==> src/rtl/imem_loader.sv <==
`default_nettype none
// ============================================================================
//  Module   : imem_loader
//  Purpose  : Instruction-memory load controller. It receives a framed word
//             stream (length header, N program words, optional checksum) and
//             writes each program word to successive imem addresses. The core
//             is held in reset until a complete, valid image has been loaded.
//  Build    : define IMEM_LOADER_CSUM_EN to expect a trailing checksum word
//             (mod-2^32 sum of the data words) after every image.
//  Ports    : clk, rst          - clock, synchronous active-high reset
//             imem_wr_en        - word strobe, one word per strobed cycle
//             imem_data_in      - 32-bit word for the strobe
//             mem_we/mem_addr/mem_wdata - imem write port (1-cycle latency)
//             core_hold         - keeps the core in reset while high
//             load_done         - image loaded and valid
//             load_err          - framing or checksum error
//             word_cnt          - data words written in the current load
//  Revision : 1.0 - initial release
// ============================================================================
module imem_loader #(
    parameter int ADDR_WIDTH = 8,
    parameter int DEPTH      = 256
) (
    input  logic                  clk,
    input  logic                  rst,
    input  logic                  imem_wr_en,
    input  logic [31:0]           imem_data_in,
    output logic                  mem_we,
    output logic [ADDR_WIDTH-1:0] mem_addr,
    output logic [31:0]           mem_wdata,
    output logic                  core_hold,
    output logic                  load_done,
    output logic                  load_err,
    output logic [ADDR_WIDTH:0]   word_cnt
);

    // LEN shares IDLE's encoding role: the header is decoded in the same
    // cycle it is strobed, so LEN never needs to be occupied on its own.
    typedef enum logic [2:0] {
        ST_IDLE = 3'd0,
        ST_LEN  = 3'd1,
        ST_DATA = 3'd2,
`ifdef IMEM_LOADER_CSUM_EN
        ST_CSUM = 3'd3,
`endif
        ST_DONE = 3'd4,
        ST_ERR  = 3'd5
    } state_t;

    state_t                  state_q;
    logic [ADDR_WIDTH:0]     len_q;
    logic [ADDR_WIDTH:0]     word_cnt_q;
    logic [ADDR_WIDTH:0]     word_cnt_d;
    logic                    mem_we_q;
    logic [ADDR_WIDTH-1:0]   mem_addr_q;
    logic [31:0]             mem_wdata_q;
    logic                    core_hold_q;
    logic                    load_done_q;
    logic                    load_err_q;
    logic                    len_ok;
`ifdef IMEM_LOADER_CSUM_EN
    logic [31:0]             sum_q;
`endif

    assign word_cnt_d = word_cnt_q + 1'b1;

    // Full 32-bit compare so a huge header can never alias into range.
    assign len_ok = (imem_data_in != 32'd0) && (imem_data_in <= 32'(DEPTH));

    always_ff @(posedge clk) begin
        if (rst) begin
            state_q     <= ST_IDLE;
            len_q       <= '0;
            word_cnt_q  <= '0;
            mem_we_q    <= 1'b0;
            mem_addr_q  <= '0;
            mem_wdata_q <= '0;
            core_hold_q <= 1'b1;
            load_done_q <= 1'b0;
            load_err_q  <= 1'b0;
`ifdef IMEM_LOADER_CSUM_EN
            sum_q       <= '0;
`endif
        end else begin
            // Write enable is a one-cycle pulse per accepted data word.
            mem_we_q <= 1'b0;
            case (state_q)
                // A strobe in DONE/ERR restarts the load exactly like IDLE.
                ST_IDLE, ST_LEN, ST_DONE, ST_ERR: begin
                    if (imem_wr_en) begin
                        word_cnt_q  <= '0;
                        load_done_q <= 1'b0;
                        core_hold_q <= 1'b1;
`ifdef IMEM_LOADER_CSUM_EN
                        sum_q       <= '0;
`endif
                        if (len_ok) begin
                            len_q      <= imem_data_in[ADDR_WIDTH:0];
                            load_err_q <= 1'b0;
                            state_q    <= ST_DATA;
                        end else begin
                            load_err_q <= 1'b1;
                            state_q    <= ST_ERR;
                        end
                    end
                end
                ST_DATA: begin
                    if (imem_wr_en) begin
                        mem_we_q    <= 1'b1;
                        mem_addr_q  <= word_cnt_q[ADDR_WIDTH-1:0];
                        mem_wdata_q <= imem_data_in;
                        word_cnt_q  <= word_cnt_d;
`ifdef IMEM_LOADER_CSUM_EN
                        sum_q       <= sum_q + imem_data_in;
`endif
                        if (word_cnt_d == len_q) begin
`ifdef IMEM_LOADER_CSUM_EN
                            state_q     <= ST_CSUM;
`else
                            // Completion lands together with the last write.
                            state_q     <= ST_DONE;
                            load_done_q <= 1'b1;
                            core_hold_q <= 1'b0;
`endif
                        end
                    end
                end
`ifdef IMEM_LOADER_CSUM_EN
                ST_CSUM: begin
                    if (imem_wr_en) begin
                        if (imem_data_in == sum_q) begin
                            state_q     <= ST_DONE;
                            load_done_q <= 1'b1;
                            core_hold_q <= 1'b0;
                        end else begin
                            state_q     <= ST_ERR;
                            load_err_q  <= 1'b1;
                        end
                    end
                end
`endif
                default: state_q <= ST_IDLE;
            endcase
        end
    end

    assign mem_we    = mem_we_q;
    assign mem_addr  = mem_addr_q;
    assign mem_wdata = mem_wdata_q;
    assign core_hold = core_hold_q;
    assign load_done = load_done_q;
    assign load_err  = load_err_q;
    assign word_cnt  = word_cnt_q;

endmodule
`default_nettype wire

==> config.mk <==
export PLATFORM = sky130hd
export DESIGN_NAME = imem_loader
export DESIGN_NICKNAME = d
export VERILOG_FILES = /design/src/rtl/imem_loader.sv
export SDC_FILE = /design/constraint.sdc
export NUM_CORES = 1
export LEC_CHECK = 0
export ABC_AREA = 1
export ABC_CLOCK_PERIOD_IN_PS = 2450
export CAP_MARGIN = 30
export CORE_MARGIN = 2
export CORE_UTILIZATION = 41
export DETAILED_ROUTE_END_ITERATION = 8
export MAX_ROUTING_LAYER = met4
export PLACE_DENSITY_LB_ADDON = 0.1
export RECOVER_POWER = 100
export SLEW_MARGIN = 0
export SYNTH_ARGS = -nofsm -noshare
export SYNTH_HDL_FRONTEND = slang
export SYNTH_SLANG_ARGS = --single-unit
==> constraint.sdc <==
create_clock -name clk -period 2.45 [get_ports clk]
set_input_delay 0.3675 -clock clk [delete_from_list [all_inputs] [get_ports clk]]
set_output_delay 0.3675 -clock clk [all_outputs]
set_load 0.02 [all_outputs]
==> impl_metrics.ini, run 1 <==
[run_status]
run_status = finished, final reports clean

[timing]
setup_tns_ps = 0
fin_worst_skew_ps = 9.74
setup_viol_count_final = 0
max_slew_margin_pct = 59.2
fmax_ghz = 0.491
finalCriticalPeriod_ps = 2040
grt_setup_unrepaired = no
timing.final.hold_violations = 0
slew_violations = 0
worstMarginPinSlew_ps = 612
finalCritPeriodShare_pct = 83.2
holdWs_ps = 445

[synth]
syn_nets = 405
yosysSeqAreaShare_pct = 47.8
synth_edf_count = 0
async_flop_share_pct = 0
synth.most_common_cell = dfxtp_1
synth.avg_cell_area_um2 = 7.37
ys.flop_type = dfxtp_1
synth_warnings = 0
ys_seq_elements = 65
synthTopCellsByArea = dfxtp_1 48%, o21ai_0 9.6%, a21oi_1 7.5%
netlist.area_leader.share_pct = 47.8
post_synth_inst_count = 369
synth_area_leader_cell = dfxtp_1
yosys-top-cells-count = 65 x dfxtp_1, 52 x o21ai_0, 50 x nand2_1
synth_cell_type_count = 27
syn_area_mm2 = 0.00272

[power]
p_sw_mw = 0.559
seq_power_share_pct = 48.9
p_per_area_mw_per_mm2 = 590
p_leak_nw = 1.73
clock_power_share_pct = 39.8
swShare_pct = 24.7
p_int_mw = 1.71
pwr-share-comb_pct = 11.3
vdd_drop_max_uv = 333

[worst_setup_path]
crit_top_cell = nand2_1
cpPeakStageDelay_ps = 340
start_kind = register
slowest_stage = dfxtp_1
cp.required_ps = 2680
crit_arrival_ps = 2270
cp_cell_sequence = ha_1 > nand2_2 > nor2_1 > nand2_1 > nand2_1 > nand2_1 > nand2_1 > nand2_1 > nor2_2 > nand3_2 > nand2_1 > nand2_1 > nand3_1 > nand2_1
criticalPathCategory = reg -> reg
critPathMaxFanout = 5
endpoint_kind = register
crit_family = simple AND/OR/NAND/NOR gates
path_buf_inv = 0

[routing]
drc = 0
drt_iter0_markers = 142
drt-vias-per-instance = 4.86
wl_um = 6880
ant_nets = 0
vias = 2627
wl_per_cell_um = 12.7
drt_pass1_iterations = 4

[layout]
fillCellCount = 612
syn_to_final_growth_pct = 41.2
n_antenna_cell = 0
nets = 494
drive_above_1_share_pct = 6.05
final_area_mm2 = 0.00384

[clocking]
clk_pin_slew_ps = 70
htreeDepth = 3
cts_setup_buffers = 0
cts-hold-fix-buffers = 0
insertion_delay_ps = 340
cts_buffers = 9
clockRootBuffer = clkbuf_8
clock_sinks = 65
cts_tree = built
clk_path_buf_depth = 2
post_cts_resized = 0

[global_routing]
gr-total-overflow = 0
track_usage_pct = 20.3
grt_max_degree = 67
antenna_found_initial = 0
grt_pass1_wl_um = 11400
grt_pass1_vias = 2445

[place]
gp_congestion = 0.856
dpl_cell_area_mm2 = 0.00368
dp_hpwl_um = 4850
io_buffers = 87

[floorplan]
design.portCount = 88
die_w_um = 85.5
core_area_mm2 = 0.00639
die-area_mm2 = 0.00731
num_rows = 29
fp.dieH_um = 85.5
start_util_pct = 42.6

[job]
drv_cap = 0

[min_path]
hp-class = reg -> reg
registers in the layout, summed over array words and instances (netlist names):
signal and count:
mem_wdata 32, len_q 9, word_cnt 9, mem_addr 8, state_q 3, core_hold 1
load_done 1, load_err 1, mem_we 1
logic make-up after synthesis:
group           Yosys count  synth area share (%)
compound gates          105                  20.0
fa+ha+maj                 1                 0.460
buf+inv                  65                  9.15
flops                    65                  47.8
simple gates            132                  22.2
xor+xnor                  1                 0.322
routing by layer:
layer,track usage (%),wire [um],up-vias
met1,27.6,3390,1156
li1,-,-,1389
met4,8.95,155,0
met3,5.35,393,12
met5,-,0,-
met2,28.3,2950,70
worst paths after layout:
kind,to,slack [ps],startpoint,cells past startpoint
worst max-delay path,load_done$_SDFFE_PP0P_,410,word_cnt[0]$_SDFFE_PP0P_,14
worst min-delay path,core_hold$_SDFFE_PP1P_,450,core_hold$_SDFFE_PP1P_,2
worst max register to register,load_done$_SDFFE_PP0P_,410,word_cnt[0]$_SDFFE_PP0P_,14
worst min register to register,core_hold$_SDFFE_PP1P_,450,core_hold$_SDFFE_PP1P_,2
area by class of cell:
type                            instances  area (um2)  share of cell area (%)
Tap cell                               77        96.3                    2.51
Inverter                               51         191                    4.98
Sequential cell                        65        1300                    33.9
Clock buffer                           14         153                    3.97
Multi-Input combinational cell        239        1160                    30.1
Clock inverter                          2        37.5                   0.977
Timing Repair Buffer                   92         908                    23.6
power by group through the flow:
| stage | logic (mW) | registers (mW) | clock network [mW] |
|---|---|---|---|
| floorplan | 0.0932 | 1.17 | 0 |
| global placement | 0.268 | 1.13 | 0 |
| detailed placement | 0.270 | 1.13 | 0 |
| CTS | 0.272 | 1.11 | 0.921 |
| global route | 0.279 | 1.11 | 0.973 |
| finish | 0.256 | 1.11 | 0.902 |
stage by stage:
stage / std cells / total power [mW] / setup slack [ps] / util (%)
global route: 540 / 2.36 / 201 / 60.2
floorplan: 369 / 1.26 / 617 / -
finish: 540 / 2.27 / 412 / 60.2
CTS: 540 / 2.30 / 593 / 60.6
detailed placement: 524 / 1.40 / 235 / 57.6
global placement: 524 / 1.40 / 287 / 57.6
cells in the final DEF, fill, tap and decap left out, types with 2 or more instances in the layout:
master	count
a21oi_1	41
buf_4	4
clkbuf_1	4
clkbuf_8	10
clkdlybuf4s50_1	33
dfxtp_1	65
dlygate4sd3_1	54
inv_1	51
nand2_1	52
nand3_1	21
nand3_2	2
nand4_1	8
nor2_1	41
nor2_2	4
o21ai_0	53
o22ai_1	5
worst reg2reg max path: stages, from the launching register on:
cell and delay (ps):
dfxtp_1 340, ha_1 240, nand2_2 110, nor2_1 230
nand2_1 120, nand2_1 110, nand2_1 50, nand2_1 60
nand2_1 60, nor2_2 90, nand3_2 110, nand2_1 180
nand2_1 110, nand3_1 80, nand2_1 50
Note: power is estimated with default switching activity, not from simulation.
==> run 2, diff against run 1 <==
--- a/config.mk
+++ b/config.mk
@@ -6,7 +6,7 @@
 export NUM_CORES = 1
 export LEC_CHECK = 0
 export ABC_AREA = 1
-export ABC_CLOCK_PERIOD_IN_PS = 2450
+export ABC_CLOCK_PERIOD_IN_PS = 2000
 export CAP_MARGIN = 30
 export CORE_MARGIN = 2
 export CORE_UTILIZATION = 41
==> constraint.sdc (replaced) <==
create_clock -name clk -period 2 [get_ports clk]
set_input_delay 0.3 -clock clk [delete_from_list [all_inputs] [get_ports clk]]
set_output_delay 0.3 -clock clk [all_outputs]
set_load 0.02 [all_outputs]
==> run 2 against run 1 <==
Effect of this change:
- die area unchanged
- cell area up 1.6%
- clock-buffer cell count down 1
- worst setup slack worse by 250 ps
- core utilization up 0.94 points
- combinational power up 26%
- worst hold slack better by 4.3 ps
- cell count up 0.74%
- sequential power up 23%
- critical path depth down 6
==> impl_metrics.ini, run 2 (synthesized netlist as in run 1, its figures left out) <==
[routing]
vias = 2666
ant_nets = 0
drt_pass1_iterations = 4
wl_um = 6890
wl_per_cell_um = 12.7
drt_iter0_markers = 107
drc = 0
drt-vias-per-instance = 4.90

[floorplan]
die_w_um = 85.5
fp.dieH_um = 85.5
num_rows = 29
die-area_mm2 = 0.00731
start_util_pct = 42.6
design.portCount = 88
core_area_mm2 = 0.00639

[worst_setup_path]
critPathMaxFanout = 16
start_kind = primary input
endpoint_kind = register
cp.required_ps = 2210
criticalPathCategory = in -> reg
crit_arrival_ps = 2060

[power]
vdd_drop_max_uv = 463
p_leak_nw = 1.76
pwr-share-comb_pct = 11.7
clock_power_share_pct = 39.1
p_int_mw = 2.10
p_sw_mw = 0.668
seq_power_share_pct = 49.2
p_total_mw = 2.76
p_per_area_mw_per_mm2 = 708
swShare_pct = 24.2

[layout]
nets = 498
final_cell_mix = 65 x dfxtp_1, 53 x o21ai_0, 53 x dlygate4sd3_1, 50 x inv_1, 50 x nand2_1
n_antenna_cell = 0
syn_to_final_growth_pct = 43.4
largest_register_ffs = 32
fin_cells = 544
drive_above_1_share_pct = 8.35
final_common_cell = dfxtp_1

[clocking]
clk_pin_slew_ps = 70
clock_sinks = 65
insertion_delay_ps = 330
clk_path_buf_depth = 2
htreeDepth = 3
cts_tree = built
cts_buffers = 9
clockRootBuffer = clkbuf_8

[place]
post-place-ws_ps = -142
gp_congestion = 0.841
io_buffers = 87
dp_hpwl_um = 5000
placed_cells = 528

[global_routing]
antenna_found_initial = 0
grt_pass1_wl_um = 11700
gr-total-overflow = 0
grt_max_degree = 67
grt_pass1_vias = 2545
track_usage_pct = 20.6

[timing]
worstMarginPinSlew_ps = 466
finalCriticalPeriod_ps = 1840
max_slew_margin_pct = 68.6
finalCritPeriodShare_pct = 92.1
fin_worst_skew_ps = 8.57
slew_violations = 0
fmax_ghz = 0.543
timing.final.hold_violations = 0
setup_viol_count_final = 0
grt_setup_unrepaired = no
finalWorstSetupSlack_ps = 158

[run_status]
run_status = finished, final reports clean

[job]
drv_cap = 0

[min_path]
hp-class = reg -> reg
## run 2: changes by cell type in the layout (fill, tap and decap cells not counted), moves of 2 or more
cell | previous run | this run
clkinv_2 | 0 | 2
nand2_1 | 52 | 50
nor2_1 | 41 | 39
nor2_2 | 4 | 6
## run 2: worst paths after layout
check	start	to	slack (ps)	cells past startpoint
max	imem_data_in[12]	len_q[5]$_SDFFE_PP0P_	160	8
min reg2reg	core_hold$_SDFFE_PP1P_	core_hold$_SDFFE_PP1P_	450	2
max reg2reg	word_cnt[0]$_SDFFE_PP0P_	load_done$_SDFFE_PP0P_	190	14
min	core_hold$_SDFFE_PP1P_	core_hold$_SDFFE_PP1P_	450	2
## run 2: layout make-up
class	instances	area (um2)
Multi-Input combinational cell	239	1170
Sequential cell	65	1300
Timing Repair Buffer	96	952
Clock inverter	3	40.0
Tap cell	77	96.3
Inverter	51	191
Fill cell	597	2480
Clock buffer	13	149
## run 2: what timing repair did
item | in CTS | in global routing
endpoints found under the setup margin | 0 | 3
buffers inserted | 0 | 0
hold buffers | 0 | 0
gates resized for setup | 0 | 1
## run 2: per-layer routing
layer / up-vias / GRT usage (%) / part of all wire (%)
met5: - / - / 0
met4: 0 / 8.51 / 1.4
met3: 9 / 4.86 / 6.1
met2: 68 / 30.8 / 45
met1: 1190 / 26.8 / 48
li1: 1399 / - / -
## run 2: power groups by stage
stage / Sequential [mW] / Combinational (mW) / Clock [mW]
finish: 1.36 / 0.323 / 1.08
global route: 1.36 / 0.354 / 1.16
CTS: 1.36 / 0.341 / 1.11
detailed placement: 1.39 / 0.339 / 0
global placement: 1.39 / 0.335 / 0
floorplan: 1.43 / 0.114 / 0
## run 2: critical path: stages
cell and delay, ps:
clkdlybuf4s50_1 420, nor4_1 420, nand3_1 120, nor2_1 190, nand4_1 110, clkbuf_2 230, o21ai_0 210, a21oi_1 60
## run 2: through the flow
stage / hold slack (ps) / TNS, ps / instance area (um2) / util [%]
final: 450 / 0 / 3900 / 61.1
after global routing: 466 / 0 / 3900 / 61.1
after CTS: 450 / 0 / 3910 / 61.3
after detailed placement: 437 / -1130 / 3720 / 58.3
after global placement: 434 / -527 / 3720 / 58.3
after floorplan: 362 / 0 / 2720 / -
==> run 3, diff against run 2 <==
--- a/config.mk
+++ b/config.mk
@@ -8,6 +8,7 @@
 export ABC_AREA = 1
 export ABC_CLOCK_PERIOD_IN_PS = 2000
 export CAP_MARGIN = 30
+export CORE_ASPECT_RATIO = 1.5
 export CORE_MARGIN = 2
 export CORE_UTILIZATION = 41
 export DETAILED_ROUTE_END_ITERATION = 8
==> run 3 against run 2 <==
Effect of this change:
- non-clock buffer count up 10
- flip-flop and latch count unchanged
- worst hold slack better by 1.7 ps
- clock-buffer cell count down 2
- total power up 7.9%
- register-to-register slack worse by 60 ps
- fmax down 1.4%
- cell area up 2.9%
- first-iteration DRC count up 23%
==> impl_metrics.ini, run 3 (synthesized netlist as in run 1, its figures left out) <==
[routing]
ant_nets = 0
wl_per_cell_um = 13.2
drt_iter0_markers = 132
drc = 0
drt-vias-per-instance = 5.01
vias = 2768
drt_pass1_iterations = 5
wl_um = 7290

[timing]
finalCriticalPeriod_ps = 1870
fin_worst_skew_ps = 8.78
timing.final.hold_violations = 0
finalCritPeriodShare_pct = 93.4
slew_violations = 0
setup_viol_count_final = 0
fmax_ghz = 0.536
max_slew_margin_pct = 63.5
worstMarginPinSlew_ps = 541
grt_setup_unrepaired = no

[layout]
n_antenna_cell = 0
fin_cells = 553
final_cell_mix = 64 x dfxtp_1, 53 x o21ai_0, 53 x dlygate4sd3_1, 50 x nand2_1, 49 x inv_1
largest_register_ffs = 32
drive_above_1_share_pct = 10.9
fillCellCount = 601
final_common_cell = dfxtp_1
syn_to_final_growth_pct = 47.5
nets = 508
utilization_pct = 62.3

[floorplan]
start_util_pct = 42.2
core_area_mm2 = 0.00644
design.portCount = 88
die-area_mm2 = 0.00732
fp.dieH_um = 104
die_w_um = 70.5
num_rows = 36

[worst_setup_path]
r2r_setup_slack_ps = 130
crit_start = word_cnt[1]$_SDFFE_PP0P_
timing.rr.end = state_q[1]$_SDFFE_PP0P_
critPathMaxFanout = 5
crit_arrival_ps = 2110
endpoint_kind = register
criticalPathCategory = reg -> reg
reg2reg_depth = 14
start_kind = register
cp.required_ps = 2240
regToRegStartpoint = word_cnt[1]$_SDFFE_PP0P_

[power]
p_int_mw = 2.26
pwr-share-comb_pct = 11.4
vdd_drop_max_uv = 401
p_sw_mw = 0.718
p_per_area_mw_per_mm2 = 743
p_leak_nw = 1.82
clock_power_share_pct = 43.0
swShare_pct = 24.1
seq_power_share_pct = 45.6

[global_routing]
grt_max_degree = 55
grt_pass1_vias = 2556
grt_pass1_wl_um = 11900
track_usage_pct = 21.2
gr-total-overflow = 0
antenna_found_initial = 0

[min_path]
min_from = core_hold$_SDFFE_PP1P_
hp-class = reg -> reg
hold_depth = 2
hold_end = core_hold$_SDFFE_PP1P_

[clocking]
clock_sinks = 65
cts_buffers = 9
cts_tree = built
htreeDepth = 3
cts_setup_buffers = 0
cts-hold-fix-buffers = 0
clk_pin_slew_ps = 70
clockRootBuffer = clkbuf_8
insertion_delay_ps = 350
clk_path_buf_depth = 2
post_cts_resized = 0

[place]
gp_congestion = 0.854
dp_hpwl_um = 5380
placed_cells = 537
io_buffers = 87

[job]
drv_cap = 0

[run_status]
run_status = finished, final reports clean
run 3: worst max path at each step:
stage                     slack, ps                 endpoint  depth (start not counted)
after floorplan                 170  state_q[0]$_SDFFE_PP0P_                         14
after global placement         -130    len_q[3]$_SDFFE_PP0P_                          8
after detailed placement       -160    len_q[5]$_SDFFE_PP0P_                          8
after CTS                        30  state_q[1]$_SDFFE_PP0P_                         14
after global routing              4  state_q[1]$_SDFFE_PP0P_                         12
final                           130  state_q[1]$_SDFFE_PP0P_                         14
run 3: power by group through the flow:
| stage | clock (mW) | combinational, mW | sequential (mW) |
|---|---|---|---|
| floorplan | 0 | 0.114 | 1.43 |
| global placement | 0 | 0.357 | 1.39 |
| detailed placement | 0 | 0.359 | 1.39 |
| CTS | 1.29 | 0.361 | 1.36 |
| global route | 1.36 | 0.373 | 1.36 |
| finish | 1.28 | 0.341 | 1.36 |
run 3: routing by layer:
| metal | GRT usage (%) | share of wire (%) | vias up |
|---|---|---|---|
| met4 | 11.0 | 2.5 | 0 |
| met3 | 4.38 | 4.1 | 13 |
| li1 | - | - | 1423 |
| met1 | 23.6 | 41 | 1264 |
| met5 | - | 0 | - |
| met2 | 35.2 | 53 | 68 |
run 3: stage by stage:
step / setup TNS (ps) / cell area, um2 / hold WS, ps / total power [mW] / setup slack (ps)
4_1_cts: 0 / 4030 / 461 / 3.01 / 30.6
5_1_grt: 0 / 4020 / 483 / 3.09 / 4.41
3_3_place_gp: -682 / 3800 / 448 / 1.74 / -128
6_report: 0 / 4020 / 451 / 2.98 / 133
2_1_floorplan: 0 / 2720 / 362 / 1.55 / 167
3_5_place_dp: -1140 / 3800 / 452 / 1.75 / -156
run 3: area by class of cell:
class                   count  area (um2)  area share, %
flip-flops and latches     65        1300           32.4
repair buffers            106        1020           25.5
clock inverters             5        77.6           1.93
multi-input cells         239        1170           29.3
well taps                  76        95.1           2.37
clock buffers              11         151           3.77
inverters                  51         191           4.77
run 3: critical path, cell delays in order, from the launching register on:
cell	delay (ps)
dfxtp_1	340
ha_2	230
nand2_2	120
nor2_4	140
nand2_1	70
nand2_1	80
nand2_1	70
nand2_1	60
nand2_1	60
nor2_2	110
nand3_2	140
nand2_4	120
nand3_1	80
nand2_1	90
nor2_1	40
